$ cat src/rtl/display_pkg.sv
// Shared constants, state encoding and decode helpers for the seven-segment scan driver.
package display_pkg;

  localparam int NUM_DIGITS = 8;
  localparam int BCD_W      = 16;

  localparam logic [6:0] SEG_BLANK = 7'h7F;
  localparam logic [6:0] SEG_0     = 7'h40;
  localparam logic [6:0] SEG_1     = 7'h79;
  localparam logic [6:0] SEG_2     = 7'h24;
  localparam logic [6:0] SEG_3     = 7'h30;
  localparam logic [6:0] SEG_4     = 7'h19;
  localparam logic [6:0] SEG_5     = 7'h12;
  localparam logic [6:0] SEG_6     = 7'h02;
  localparam logic [6:0] SEG_7     = 7'h78;
  localparam logic [6:0] SEG_8     = 7'h00;
  localparam logic [6:0] SEG_9     = 7'h10;

  typedef enum logic [1:0] {
    IDLE  = 2'd0,
    SHIFT = 2'd1,
    LOAD  = 2'd2
  } conv_state_t;

  // Non-decimal nibbles cannot come out of the converter; show them blank anyway.
  function automatic logic [6:0] seg_decode(input logic [3:0] nibble);
    logic [6:0] seg;
    case (nibble)
      4'd0:    seg = SEG_0;
      4'd1:    seg = SEG_1;
      4'd2:    seg = SEG_2;
      4'd3:    seg = SEG_3;
      4'd4:    seg = SEG_4;
      4'd5:    seg = SEG_5;
      4'd6:    seg = SEG_6;
      4'd7:    seg = SEG_7;
      4'd8:    seg = SEG_8;
      4'd9:    seg = SEG_9;
      default: seg = SEG_BLANK;
    endcase
    return seg;
  endfunction

  function automatic logic [BCD_W-1:0] bcd_adjust(input logic [BCD_W-1:0] bcd);
    logic [BCD_W-1:0] adj;
    adj = bcd;
    for (int i = 0; i < BCD_W / 4; i++) begin
      if (bcd[i*4 +: 4] >= 4'd5) adj[i*4 +: 4] = bcd[i*4 +: 4] + 4'd3;
    end
    return adj;
  endfunction

  // Bit i set means nibble i is a leading zero; nibble 0 is never blanked.
  function automatic logic [3:0] lead_zero_mask(input logic [BCD_W-1:0] bcd);
    logic [3:0] m;
    m[3] = (bcd[15:12] == 4'd0);
    m[2] = m[3] && (bcd[11:8] == 4'd0);
    m[1] = m[2] && (bcd[7:4] == 4'd0);
    m[0] = 1'b0;
    return m;
  endfunction

endpackage

$ cat src/rtl/bin2bcd_seq.sv
// Sequential double-dabble: start loads the binary value, then WIDTH shift cycles build 4 BCD digits.
module bin2bcd_seq
  import display_pkg::*;
#(
  parameter int WIDTH = 8
) (
  input  logic             Clk,
  input  logic             Rst,
  input  logic             start,
  input  logic [WIDTH-1:0] bin_in,
  output logic             done,
  output logic [BCD_W-1:0] bcd_out
);

  localparam int              CNT_W    = $clog2(WIDTH + 1);
  localparam logic [CNT_W-1:0] CNT_INIT = CNT_W'(WIDTH);
  localparam logic [CNT_W-1:0] CNT_ONE  = CNT_W'(1);

  logic [WIDTH-1:0] bin_q, bin_d;
  logic [BCD_W-1:0] bcd_q, bcd_d;
  logic [CNT_W-1:0] cnt_q, cnt_d;
  logic [BCD_W-1:0] bcd_adj;

  always_comb begin
    bin_d   = bin_q;
    bcd_d   = bcd_q;
    cnt_d   = cnt_q;
    bcd_adj = bcd_adjust(bcd_q);
    if (start) begin
      bin_d = bin_in;
      bcd_d = '0;
      cnt_d = CNT_INIT;
    end else if (cnt_q != '0) begin
      {bcd_d, bin_d} = {bcd_adj, bin_q} << 1;
      cnt_d          = cnt_q - 1'b1;
    end
  end

  always_ff @(posedge Clk or posedge Rst) begin
    if (Rst) begin
      bin_q <= '0;
      bcd_q <= '0;
      cnt_q <= '0;
    end else begin
      bin_q <= bin_d;
      bcd_q <= bcd_d;
      cnt_q <= cnt_d;
    end
  end

  // High during the final shift, so bcd_out is complete right after this edge.
  assign done    = (cnt_q == CNT_ONE) && !start;
  assign bcd_out = bcd_q;

endmodule

$ cat src/rtl/seven_seg_scan_driver.sv
// Two-number BCD display scanner driving a shared active-low 7-segment bus and one-cold digit enables.
// Define LEADING_ZERO_BLANK_EN to blank leading zeros within each 4-digit half.
module seven_seg_scan_driver
  import display_pkg::*;
#(
  parameter int WIDTH    = 8,
  parameter int SCAN_DIV = 100000
) (
  input  logic             Clk,
  input  logic             Rst,
  input  logic [WIDTH-1:0] NumberA,
  input  logic [WIDTH-1:0] NumberB,
  output logic [6:0]       out7,
  output logic [7:0]       en_out
);

  localparam int               PRE_W    = $clog2(SCAN_DIV);
  localparam logic [PRE_W-1:0] PRE_LAST = PRE_W'(SCAN_DIV - 1);

  conv_state_t state_q, state_d;
  logic        conv_start;
  logic        done_a, done_b;
  logic [BCD_W-1:0] bcd_a, bcd_b;

  logic [BCD_W-1:0] disp_a_q, disp_a_d;
  logic [BCD_W-1:0] disp_b_q, disp_b_d;
  logic [PRE_W-1:0] presc_q, presc_d;
  logic [2:0]       idx_q, idx_d;
  logic [6:0]       out7_q, out7_d;
  logic [7:0]       en_q, en_d;

  logic [NUM_DIGITS-1:0][3:0] digits;
  logic [NUM_DIGITS-1:0]      blank;

  bin2bcd_seq #(.WIDTH(WIDTH)) u_conv_a (
    .Clk     (Clk),
    .Rst     (Rst),
    .start   (conv_start),
    .bin_in  (NumberA),
    .done    (done_a),
    .bcd_out (bcd_a)
  );

  bin2bcd_seq #(.WIDTH(WIDTH)) u_conv_b (
    .Clk     (Clk),
    .Rst     (Rst),
    .start   (conv_start),
    .bin_in  (NumberB),
    .done    (done_b),
    .bcd_out (bcd_b)
  );

  always_comb begin
    state_d    = state_q;
    conv_start = 1'b0;
    disp_a_d   = disp_a_q;
    disp_b_d   = disp_b_q;
    case (state_q)
      IDLE: begin
        conv_start = 1'b1;
        state_d    = SHIFT;
      end
      SHIFT: begin
        if (done_a && done_b) state_d = LOAD;
      end
      LOAD: begin
        // Both halves update together so the display never mixes old and new values.
        disp_a_d = bcd_a;
        disp_b_d = bcd_b;
        state_d  = IDLE;
      end
      default: state_d = IDLE;
    endcase
  end

  always_comb begin
    digits = {disp_a_q, disp_b_q};
`ifdef LEADING_ZERO_BLANK_EN
    blank  = {lead_zero_mask(disp_a_q), lead_zero_mask(disp_b_q)};
`else
    blank  = '0;
`endif
  end

  always_comb begin
    presc_d = presc_q + 1'b1;
    idx_d   = idx_q;
    if (presc_q == PRE_LAST) begin
      presc_d = '0;
      idx_d   = idx_q + 1'b1;
    end
    // Refreshed every cycle from the current idx, so a LOAD shows up one edge later.
    en_d   = ~(8'b1 << idx_q);
    out7_d = blank[idx_q] ? SEG_BLANK : seg_decode(digits[idx_q]);
  end

  always_ff @(posedge Clk or posedge Rst) begin
    if (Rst) begin
      state_q  <= IDLE;
      disp_a_q <= '0;
      disp_b_q <= '0;
      presc_q  <= '0;
      idx_q    <= '0;
      out7_q   <= SEG_BLANK;
      en_q     <= 8'hFF;
    end else begin
      state_q  <= state_d;
      disp_a_q <= disp_a_d;
      disp_b_q <= disp_b_d;
      presc_q  <= presc_d;
      idx_q    <= idx_d;
      out7_q   <= out7_d;
      en_q     <= en_d;
    end
  end

  assign out7   = out7_q;
  assign en_out = en_q;

endmodule

$ cat config.mk
export PLATFORM = sky130hd
export DESIGN_NAME = seven_seg_scan_driver
export DESIGN_NICKNAME = d
export VERILOG_FILES = /design/src/rtl/display_pkg.sv /design/src/rtl/bin2bcd_seq.sv /design/src/rtl/seven_seg_scan_driver.sv
export SDC_FILE = /design/constraint.sdc
export NUM_CORES = 1
export LEC_CHECK = 0
export ABC_CLOCK_PERIOD_IN_PS = 5300
export CAP_MARGIN = 20
export CORE_MARGIN = 2
export CORE_UTILIZATION = 55
export DETAILED_ROUTE_END_ITERATION = 7
export PLACE_DENSITY = 0.74
export RECOVER_POWER = 50
export SYNTH_ARGS = -nofsm -noshare
export SYNTH_HDL_FRONTEND = slang
export SYNTH_SLANG_ARGS = --single-unit
export TNS_END_PERCENT = 1
$ cat constraint.sdc
create_clock -name Clk -period 5.3 [get_ports Clk]
set_input_delay 1.06 -clock Clk [delete_from_list [all_inputs] [get_ports Clk]]
set_output_delay 1.06 -clock Clk [all_outputs]
set_load 0.01 [all_outputs]
* Word-level counts from Yosys, hierarchy flattened
Memories as Yosys holds them, arrays and structs flattened.
Index checks and enable logic that the tools add are counted.
** Operators by class
- Shift-type cells :: 1
- Reductions and logical operators :: 9
- Equality and inequality tests :: 6
- Bitwise gates (word level) :: 1
- $add $sub $neg :: 12
- Multiplexer cells :: 28
- Order comparisons :: 9
** Operators by type and width (number)
- $mux 16 :: 4
- $mux 4 :: 11
- $ge 4x3->1 const B :: 8
- $mux 8 :: 4
- $add 4x2->4 const B :: 6
- $add 17x1->17 const B :: 1
- $eq 17x17->1 const B :: 1
- $mux 17 :: 1
- $bmux 4 s3 :: 1
- $eq 4x1->1 const B :: 2
- $not 8->8 :: 1
- $reduce_bool 4->1 :: 2
- $shl 1x3->8 const A :: 1
- $sub 4x1->4 const B :: 2
- $mux 7 :: 1
- $add 3x2->3 const B :: 2
- $mux 3 :: 2
- $lt 3x4->1 const B :: 1
- $pmux 2 s2 :: 1
- $reduce_bool 2->1 :: 2
- $add 3x1->3 const B :: 1
- $logic_and 1x1->1 :: 3
- $eq 2x1->1 const B :: 1
- $eq 2x2->1 const B :: 1
- 5 further kinds :: 6
** Word-level totals
- Word-level logic and storage cells :: 81
- Memories kept :: 2
- Bits of input ports :: 18
- ROM bits :: 120
- Output and inout bits :: 15
- Register bits after elaboration :: 125
** Memory list
- (name not given) :: depth 16, width 7, rd ports 1, clocked after memory_dff 0, wr ports 0, line display_pkg.sv:28 : case (nibble)
- (name not given) :: depth 8, width 1, rd ports 1, clocked after memory_dff 0, wr ports 0, line seven_seg_scan_driver.sv:94 : out7_d = blank[idx_q] ? SEG_BLANK : seg_decode(digits[idx_q]);

* Logic depth before layout (Yosys ltp)
Gate-level depths: netlist (run 1).
- Depth after elaboration :: 7
- Depth in mapped cells :: 8
- Mapped depth without buffers :: 7

* Modules after synthesis
A second synthesis (run 1) with hierarchy kept.
** Unflattened totals
- Cells, all modules :: 600
- Area total of the unflattened synthesis :: 6642.6 um2
** By module, submodules not included
- bin2bcd_seq :: sequential area each 700.7 um2, area an instance 1751.7 um2, instances 2, cells each 186
- seven_seg_scan_driver :: sequential area each 1745.4 um2, area an instance 3139.3 um2, instances 1, cells each 228

* Least setup slack after synthesis (run 1)
Ideal clock, no wire load.
- Kind :: register -> register
- Start point :: reg idx_q[0]
- End point :: reg out7_q[3], in the netlist out7[3]
- Cell stages (with the launch flop) :: 9
- Arrival :: 1870 ps
- Path slack :: 3357 ps
- Required time :: 5227 ps
- Setup time :: 73 ps
- Clock period less this slack :: 1943 ps
- Buffers on the path :: 1
- Cells stage by stage :: dfrtp_1 > buf_6 > mux4_2 > mux2_4 > inv_1 > ha_1 > nor2_1 > o21a_1 > a21oi_1
** Between the ends
- Longest elaborated chain between the ends :: 4
- Elaborated cells on any way between the ends :: 6
- Those cells by class :: mux (4); memory (2)
** Ends and longest elaborated chain
- from (decl) :: line seven_seg_scan_driver.sv:28 : logic [2:0] idx_q, idx_d;
- from (signal assigned) :: line seven_seg_scan_driver.sv:111 : idx_q <= idx_d;
- $bmux 4 s3 :: line seven_seg_scan_driver.sv:94
- $mux 4 (implied by the code) :: line seven_seg_scan_driver.sv:94
- $mem_v2 16x7
- $mux 7 * :: line seven_seg_scan_driver.sv:94
- via out7_d[3] :: line seven_seg_scan_driver.sv:29 : logic [6:0] out7_q, out7_d;
- to (signal assigned) :: line seven_seg_scan_driver.sv:112 : out7_q <= out7_d;
- to (decl) :: line seven_seg_scan_driver.sv:29
The timed path passes the listed nets; every way through them passes the cells marked *. The select of a mux whose other input is x is not followed.
A chain may end at the register's enable or synchronous reset.

==> metrics.txt, run 1 <==
final setup vio count 0; critical path class primary input to async pin; TNS Setup 0 ns; Syn. warnings 0; max incr delay on CP 1.41 ns; DRT Wirelength 11.6 mm; leakage 3.14 nW; Die H 109 um; top-area cell type share of the netlist area 0.457; Max clock buf depth 2; Fillers 835; syn avg cell area 10.4 sq um; Core Rows 38; CTS tree done; gpl congestion 0.829; delay-heaviest family, CP buffers and inverters; post_cts resized 0; Hold WS 0.483 ns; # DRC 0; Initial Util 0.561; clk slew on worst S/H paths 0.06 ns; Worst EP arrival 3.67 ns; die width 109 um; max_slew headroom -0.658; largest net degree at the start of global routing 58; Crit path depth 3; worst hold path stage count 1; number of flops mapped to enable cells by yosys 0; Slowest cell on crit path clkinvlp_2; Area contributors post-synth dfrtp_1 (46%), ha_1 (6.9%), dfstp_2 (6.5%); Worst VDD drop 0.279 mV; placed insts 730; Synth async-reset ratio 1.00; pwr dens 428 mW/mm^2; Syn Nets 629; clk sinks 125; Cells after Synth 578; clock root buffer clkbuf_8; endpoints failing hold 0; worst slew pin tran 2.47 ns; post-route ant nets 0; first-pass GRT wire length 19.8 mm; DP Wirelength 7.63 mm; RSZ-0062 raised after global routing false; most used flip-flop cell after synthesis dfrtp_1; nets@finish 661; status finished, violations left; H-Tree Depth 4; Worst EP required 5.94 ns; Cell variety after synth 46; Worst Setup Start Kind primary input; Antenna diodes 0; Final Cycle Share 0.572; CP Capture Type async pin; clock latency at the later pin of the worst-skew pair 0.52 ns; crit path cell chain dlygate4sd3_1 > clkinvlp_2 > buf_4; failing checks max-capacitance violations, max-slew violations; Final Max Tran Viols 107; I/O pin total 33; mapped cell area 0.00602 sq mm; clock buffer count from CTS 17; grt ovf 0; number of global-route vias before repair 4,235; vias 4,209; ratio of cells with drive above 1 in the final layout 0.135; DR pass1 iterations 4; Post-CTS Setup Inserts 0; wire per inst 15.2 um; max_cap viols 2; Seq/Total Area, Yosys 0.522; CP max FO 57; IO buf count 32; dominant cell type by area after synthesis dfrtp_1; worst r2r path cells 4; Setup Skew 0.00914 ns; #FFs+latches synth 125; CP bufs+invs 3; CORE AREA 0.0107 sq mm; CTS hold repair buffers 0; Die ar. 0.0118 sq mm; Area growth, synth to finish 17.4%; initial antenna violation count 0; GRT Util Overall 0.218; non-filler cells, final 762; Vias/cell 5.52; DR iter-0 viols 275; post-layout min period 3.03 ns; HP Class register to register; fmax 330 MHz
## path summary, 6_finish.rpt
path / slack (ns) / end / from
max: 2.27 / u_conv_a.bcd_out[3] / Rst
max in group Clk: 2.38 / u_conv_a.bcd_out[6] / state_q[1]
min reg2reg: 0.48 / presc_q[0] / presc_q[0]
min in group asynchronous: 1.68 / u_conv_b.bcd_out[3] / Rst
min: 0.48 / presc_q[0] / presc_q[0]
max reg2reg: 2.38 / u_conv_a.bcd_out[6] / state_q[1]
## Yosys cell counts (3+ instances only)
| library cell | instances |
|---|---|
| nand3_1 | 14 |
| nor3_1 | 6 |
| nor2_1 | 52 |
| dfrtp_1 | 110 |
| nor3b_1 | 4 |
| o21ai_0 | 35 |
| inv_1 | 27 |
| mux4_2 | 8 |
| o31ai_1 | 4 |
| and2_1 | 3 |
| mux2i_1 | 4 |
| or3_1 | 3 |
| clkbuf_1 | 14 |
| dfstp_2 | 15 |
| ha_1 | 33 |
| mux2_2 | 17 |
| a31oi_1 | 15 |
| a211oi_1 | 3 |
| xnor2_1 | 20 |
| a32o_1 | 4 |
| and3_1 | 4 |
| nand2b_1 | 11 |
| xor2_1 | 9 |
| nand4_1 | 4 |
| o22ai_1 | 8 |
| a21oi_1 | 35 |
| buf_1 | 3 |
| nand2_1 | 82 |
| buf_2 | 5 |
## final cells by class
class | count | area (sq um) | share of cell area
Clock buffer | 19 | 432 | 0.0610
Clock inverter | 12 | 194 | 0.0274
Inverter | 29 | 110 | 0.0156
Multi-Input combinational cell | 400 | 2660 | 0.376
Sequential cell | 125 | 3150 | 0.445
Tap cell | 140 | 175 | 0.0248
Timing Repair Buffer | 37 | 358 | 0.0506
## per-layer routing
layer	vias to the layer above	track usage	routed length, um
li1	2039	-	-
met1	2081	0.263	5020
met2	76	0.378	6020
met3	13	0.0526	380
met4	0	0.0879	164
met5	-	0	0
## state kept, by name, indices dropped and copies added, names as in the netlist, 7 cells and up
signal / flops
u_conv_b.bcd_out: 16
presc_q: 17
disp_a_q: 16
u_conv_b.bin_q: 8
disp_b_q: 16
u_conv_a.bcd_out: 16
u_conv_a.bin_q: 8
en_out: 8
out7: 7
## metrics by stage
stage          setup slack [ns]  total power (W)  area, sq um  utilization
4_1_cts                    2.33          0.00305         7070        0.658
3_5_place_dp               2.33          0.00181         6440        0.600
2_1_floorplan             0.937          0.00163         6020            -
3_3_place_gp               2.45          0.00178         6440        0.600
5_1_grt                    1.85          0.00319         7070        0.658
6_report                   2.27          0.00303         7070        0.658
## power breakdown
part / internal, W / switching [W]
clock: 0.000817 / 0.000412
sequential: 0.00111 / 0.000110
combinational: 0.000283 / 0.000291
## placed cells by master (no fill, tap or decap), drive strengths merged, types with 5 or more instances in the layout
cell type and count:
mux4 8, nand2 82, dfrtp 110, nor3 6
dfstp 15, clkdlybuf4s50 31, nand3 14, xor2 9
o22ai 8, mux2i 6, nor2 53, mux2 19
clkinv 5, inv 28, ha 33, o21ai 37
a21oi 35, nand2b 11, clkbuf 20, xnor2 20
bufinv 5, a31oi 15
## logic make-up after synthesis
kind of cell    share of synthesized area
compound gates                      0.107
xor+xnor                           0.0422
fa+ha+maj                          0.0686
buf+inv                            0.0366
flops                               0.522
mux                                0.0808
simple gates                        0.142
No activity file was read; power rests on OpenSTA's default activity.
==> run 2: changes to the inputs <==
--- a/config.mk
+++ b/config.mk
@@ -5,7 +5,7 @@
 export SDC_FILE = /design/constraint.sdc
 export NUM_CORES = 1
 export LEC_CHECK = 0
-export ABC_CLOCK_PERIOD_IN_PS = 5300
+export ABC_CLOCK_PERIOD_IN_PS = 3100
 export CAP_MARGIN = 20
 export CORE_MARGIN = 2
 export CORE_UTILIZATION = 55
==> constraint.sdc (replaced) <==
create_clock -name Clk -period 3.1 [get_ports Clk]
set_input_delay 0.62 -clock Clk [delete_from_list [all_inputs] [get_ports Clk]]
set_output_delay 0.62 -clock Clk [all_outputs]
set_load 0.01 [all_outputs]
==> metrics.txt, run 2 (synthesized netlist as in run 1, its figures left out) <==
Die H 109 um (unchanged); Area growth, synth to finish 18.0% (was 17.4%); worst slew pin tran 1.98 ns (was 2.47 ns); critical path class register to register (was primary input to async pin); Worst VDD drop 0.535 mV (was 0.279 mV); post-layout min period 2.54 ns; CTS hold repair buffers 0 (unchanged); post-route ant nets 0 (unchanged); number of global-route vias before repair 4,221 (was 4,235); crit path cell chain nand2b_1 > clkbuf_1 > mux2_2 (was dlygate4sd3_1 > clkinvlp_2 > buf_4); Worst EP required 3.50 ns (was 5.94 ns); CP Capture Type register (was async pin); Cell Int Power 0.00368 W (was 0.00221 W); final core occ 0.662 (was 0.658); Setup Skew 0.00814 ns (was 0.00914 ns); HP Class register to register (unchanged); max_slew headroom -0.319 (was -0.658); Worst EP arrival 2.94 ns (was 3.67 ns); Final Max Tran Viols 49 (was 107); initial antenna violation count 0 (unchanged); Antenna diodes 0 (unchanged); vias 4,231 (was 4,209); Hold Startpoint disp_b_q[4] (was presc_q[0]); TNS Setup 0 ns (unchanged); leakage 3.17 nW (was 3.14 nW); pwr dens 705 mW/mm^2 (was 428 mW/mm^2); Slowest cell on crit path clkbuf_1 (was clkinvlp_2); clock power share 0.389 (was 0.406); first-pass GRT wire length 19.8 mm (about the same); reg2reg setup slack 0.56 ns (was 2.38 ns); Vias/cell 5.51 (was 5.52); die width 109 um (unchanged); FF-to-FF End disp_a_q[14] (was u_conv_a.bcd_out[6]); clk sinks 125 (unchanged); nets@finish 667 (was 661); post_cts resized 0 (unchanged); gpl congestion 0.848 (was 0.829); CP Launch Point state_q[1] (was Rst); Net Sw Power 0.00133 W (was 0.000813 W); Final Power 0.00501 W (was 0.00303 W); DP Wirelength 8.01 mm (was 7.63 mm); worst hold path stage count 2 (was 1); commonest non-fill, non-tap cells in the layout dfrtp_1 (110), nand2_1 (82), nor2_1 (51), o21ai_0 (35), a21oi_1 (35) (was dfrtp_1 (110), nand2_1 (82), nor2_1 (52), o21ai_0 (35), a21oi_1 (35)); IO buf count 32 (unchanged); max_cap viols 1 (was 2); Comb power frac 0.194 (was 0.190); final setup vio count 0 (unchanged); Switching Fraction 0.266 (was 0.269); R2R Path Start state_q[1] (unchanged); fmax 394 MHz; largest net degree at the start of global routing 49 (was 58); CP max FO 48 (was 57); Die ar. 0.0118 sq mm (unchanged); max reg flops 17 (unchanged); Post-CTS Setup Inserts 0 (unchanged); ratio of cells with drive above 1 in the final layout 0.143 (was 0.135); clk slew on worst S/H paths 0.06 ns (about the same); Final Cycle Share 0.819; I/O pin total 33 (unchanged); clock buffer count from CTS 17 (unchanged); max incr delay on CP 1.41 ns (about the same); placed insts 737 (was 730); DR iter-0 viols 268 (was 275); status finished, violations left (unchanged); worst r2r path cells 3 (was 4); endpoints failing hold 0 (unchanged); non-filler cells, final 768 (was 762); grt ovf 0 (unchanged); wire per inst 15.1 um (was 15.2 um); CTS tree done (unchanged); most common cell after layout, fill and taps aside dfrtp_1 (unchanged); Seq pwr share 0.417 (was 0.404); # DRC 0 (unchanged); GRT Util Overall 0.221 (was 0.218); failing checks max-capacitance violations, max-slew violations (unchanged); clock latency at the later pin of the worst-skew pair 0.53 ns (was 0.52 ns); Worst Setup Start Kind register (was primary input); CORE AREA 0.0107 sq mm (unchanged); Initial Util 0.561 (unchanged); Biggest register presc_q (unchanged); H-Tree Depth 4 (unchanged); DR pass1 iterations 4 (unchanged); DRT Wirelength 11.6 mm (about the same); Fillers 836 (was 835); clock root buffer clkbuf_8 (unchanged); RSZ-0062 raised after global routing false (unchanged); end point of the critical path disp_a_q[14] (was u_conv_a.bcd_out[3]); Max clock buf depth 2 (unchanged); Core Rows 38 (unchanged); Hold WS 0.491 ns (was 0.483 ns)
[run 2: worst min-delay path by stage]
stage	to	slack [ns]
after floorplan	disp_a_q[0]	0.44
after global placement	presc_q[0]	0.47
after detailed placement	disp_a_q[0]	0.48
after CTS	disp_b_q[4]	0.50
after global routing	presc_q[14]	0.51
final	disp_b_q[4]	0.49
[run 2: layout make-up]
type,instances,area (sq um),area share
inverters,29,110,0.0155
well taps,140,175,0.0246
repair buffers,43,422,0.0593
flip-flops and latches,125,3150,0.443
clock buffers,26,518,0.0729
clock inverters,5,77.6,0.0109
multi-input cells,400,2660,0.374
[run 2: metrics by stage]
stage,setup WS [ns],cell area (sq um)
finish,0.562,7110
CTS,0.822,7130
floorplan,0.953,6030
global placement,0.965,6530
detailed placement,0.857,6530
global route,0.380,7110
[run 2: critical path, delay by kind of cell, from the launching register on]
| kind | cells | cell delay, ns |
|---|---|---|
| multiplexers | 1 | 0.46 |
| buffers and inverters | 1 | 1.41 |
| AND/OR/NAND/NOR | 1 | 0.09 |
| flip-flops | 1 | 0.43 |
[run 2: power by group through the flow]
stage | registers (W) | clock network [W] | logic, W
final | 0.00209 | 0.00195 | 0.000972
after global routing | 0.00213 | 0.00208 | 0.00110
after global placement | 0.00212 | 0 | 0.000933
after CTS | 0.00210 | 0.00198 | 0.000986
after floorplan | 0.00207 | 0 | 0.000705
after detailed placement | 0.00212 | 0 | 0.000978
[run 2: routing by layer]
metal	wire (um)	track usage	vias to the layer above	share of wire
met5	0	0	-	0
met4	178	0.0815	0	0.015
met3	448	0.0652	17	0.039
met2	5890	0.363	87	0.51
met1	5090	0.279	2072	0.44
li1	-	-	2055	-
==> run 3: changes to the inputs <==
--- a/config.mk
+++ b/config.mk
@@ -5,12 +5,12 @@
 export SDC_FILE = /design/constraint.sdc
 export NUM_CORES = 1
 export LEC_CHECK = 0
-export ABC_CLOCK_PERIOD_IN_PS = 3100
+export ABC_CLOCK_PERIOD_IN_PS = 2250
 export CAP_MARGIN = 20
 export CORE_MARGIN = 2
-export CORE_UTILIZATION = 55
+export CORE_UTILIZATION = 54
 export DETAILED_ROUTE_END_ITERATION = 7
-export PLACE_DENSITY = 0.74
+export PLACE_DENSITY = 0.76
 export RECOVER_POWER = 50
 export SYNTH_ARGS = -nofsm -noshare
 export SYNTH_HDL_FRONTEND = slang
==> constraint.sdc (replaced) <==
create_clock -name Clk -period 2.25 [get_ports Clk]
set_input_delay 0.45 -clock Clk [delete_from_list [all_inputs] [get_ports Clk]]
set_output_delay 0.45 -clock Clk [all_outputs]
set_load 0.01 [all_outputs]
==> metrics.txt, run 3 (synthesized netlist as in run 1, its figures left out) <==
Antenna diodes 0 (unchanged); pwr dens 993 mW/mm^2 (was 705 mW/mm^2); DR pass1 iterations 4 (unchanged); DRT Wirelength 11.4 mm (was 11.6 mm); Worst Setup Start Kind register (unchanged); Worst VDD drop 0.696 mV (was 0.535 mV); Area growth, synth to finish 18.6% (was 18.0%); initial antenna violation count 0 (unchanged); IO buf count 32 (unchanged); # DRC 0 (unchanged); Core Rows 38 (unchanged); Biggest register presc_q (unchanged); DP Area 0.00655 sq mm (was 0.00653 sq mm); commonest non-fill, non-tap cells in the layout dfrtp_1 (109), nand2_1 (82), nor2_1 (51), o21ai_0 (35), a21oi_1 (35) (was dfrtp_1 (110), nand2_1 (82), nor2_1 (51), o21ai_0 (35), a21oi_1 (35)); Die H 110 um (was 109 um); Max clock buf depth 2 (unchanged); CORE AREA 0.0108 sq mm (was 0.0107 sq mm); crit path cell chain mux4_2 > mux2_4 > inv_1 > ha_1 > nor2_1 > o21a_1 > nor2_1 (was nand2b_1 > clkbuf_1 > mux2_2); grt ovf 0 (unchanged); ratio of cells with drive above 1 in the final layout 0.154 (was 0.143); CP Capture Type register (unchanged); Comb power frac 0.192 (was 0.194); delay-heaviest family, CP multiplexers (was buffers and inverters); Final Max Tran Viols 0 (was 49); max_slew headroom 0.308 (was -0.319); Final Cycle Share 0.904 (was 0.819); CTS hold repair buffers 0 (unchanged); nets@finish 669 (was 667); Die ar. 0.0120 sq mm (was 0.0118 sq mm); gpl congestion 0.835 (was 0.848); max reg flops 17 (unchanged); Seq pwr share 0.405 (was 0.417); cell repeated most along the worst path nor2_1; clk sinks 125 (unchanged); max_cap viols 0 (was 1); wire per inst 14.8 um (was 15.1 um); fin area 0.00715 sq mm (was 0.00711 sq mm); final setup vio count 0 (unchanged); Fillers 850 (was 836); Switching Fraction 0.272 (was 0.266); clock root buffer clkbuf_8 (unchanged); CP max FO 7 (was 48); Cell Int Power 0.00517 W (was 0.00368 W); clock latency at the later pin of the worst-skew pair 0.54 ns (was 0.53 ns); Vias/cell 5.43 (was 5.51); number of global-route vias before repair 4,222 (was 4,221); status finished clean (was finished, violations left); vias 4,185 (was 4,231); leakage 3.19 nW (was 3.17 nW); DR iter-0 viols 252 (was 268); HP Class primary input to async pin (was register to register); post-route ant nets 0 (unchanged); clock power share 0.403 (was 0.389); Setup WS post-layout 0.217 ns (was 0.562 ns); DP Wirelength 7.74 mm (was 8.01 mm); GRT Util Overall 0.214 (was 0.221); Worst EP arrival 2.50 ns (was 2.94 ns); endpoints failing hold 0 (unchanged); TNS Setup 0 ns (unchanged); Slowest cell on crit path mux4_2 (was clkbuf_1); die width 110 um (was 109 um); first-pass GRT wire length 19.7 mm (was 19.8 mm); critical path class register to register (unchanged); H-Tree Depth 4 (unchanged); Post-CTS Setup Inserts 0 (unchanged); Hold WS 0.363 ns (was 0.491 ns); fmax 492 MHz (was 394 MHz); post-layout min period 2.03 ns (was 2.54 ns); Worst EP required 2.72 ns (was 3.50 ns); worst slack, placed 0.129 ns (was 0.857 ns); I/O pin total 33 (unchanged); worst slew pin tran 1.04 ns (was 1.98 ns); largest net degree at the start of global routing 79 (was 49); Net Sw Power 0.00193 W (was 0.00133 W); clock buffer count from CTS 17 (unchanged); Initial Util 0.556 (was 0.561); clk slew on worst S/H paths 0.06 ns (about the same); CTS tree done (unchanged); max incr delay on CP 0.54 ns (was 1.41 ns); most common cell after layout, fill and taps aside dfrtp_1 (unchanged); CP bufs+invs 1 (unchanged); Setup Skew 0.00768 ns (was 0.00814 ns); final core occ 0.659 (was 0.662); RSZ-0062 raised after global routing false (unchanged)
-- run 3: final cells by class --
type / count / area [sq um] / area share
Clock buffer: 20 / 455 / 0.0637
Inverter: 29 / 110 / 0.0154
Sequential cell: 125 / 3150 / 0.441
Clock inverter: 12 / 166 / 0.0233
Timing Repair Buffer: 45 / 428 / 0.0599
Tap cell: 140 / 175 / 0.0245
Multi-Input combinational cell: 400 / 2660 / 0.373
-- run 3: path summary, 6_finish.rpt --
kind	startpoint	to	slack, ns	cells after the start
max	idx_q[0]	out7[0]	0.22	7
min	Rst	presc_q[4]	0.36	2
max reg2reg	idx_q[0]	out7[0]	0.22	7
min reg2reg	presc_q[0]	presc_q[0]	0.48	1
max in group asynchronous	Rst	idx_q[0]	0.43	3
min in group Clk	NumberB[0]	u_conv_b.bin_q[0]	0.47	3
-- run 3: through the flow --
step / instances / total power [W]
finish: 771 / 0.00710
global route: 771 / 0.00746
CTS: 771 / 0.00713
detailed placement: 739 / 0.00427
global placement: 739 / 0.00419
floorplan: 578 / 0.00383
-- run 3: what timing repair did --
| item | 4_1_cts | 5_1_grt |
|---|---|---|
| hold endpoints to repair | 0 | 0 |
| setup endpoints to repair | 0 | 2 |
| gates resized for setup | 0 | 2 |
-- run 3: per-layer routing --
metal,vias up,part of all wire,track usage
met5,-,0,0
met4,0,0.013,0.0741
met3,17,0.043,0.0652
met2,75,0.49,0.343
met1,2044,0.46,0.277
li1,2049,-,-
-- run 3: power groups by stage --
stage               sequential (W)  combinational (W)  clock [W]
global route               0.00292            0.00154    0.00300
finish                     0.00288            0.00136    0.00286
global placement           0.00290            0.00129          0
floorplan                  0.00286           0.000971          0
detailed placement         0.00291            0.00136          0
CTS                        0.00287            0.00137    0.00289
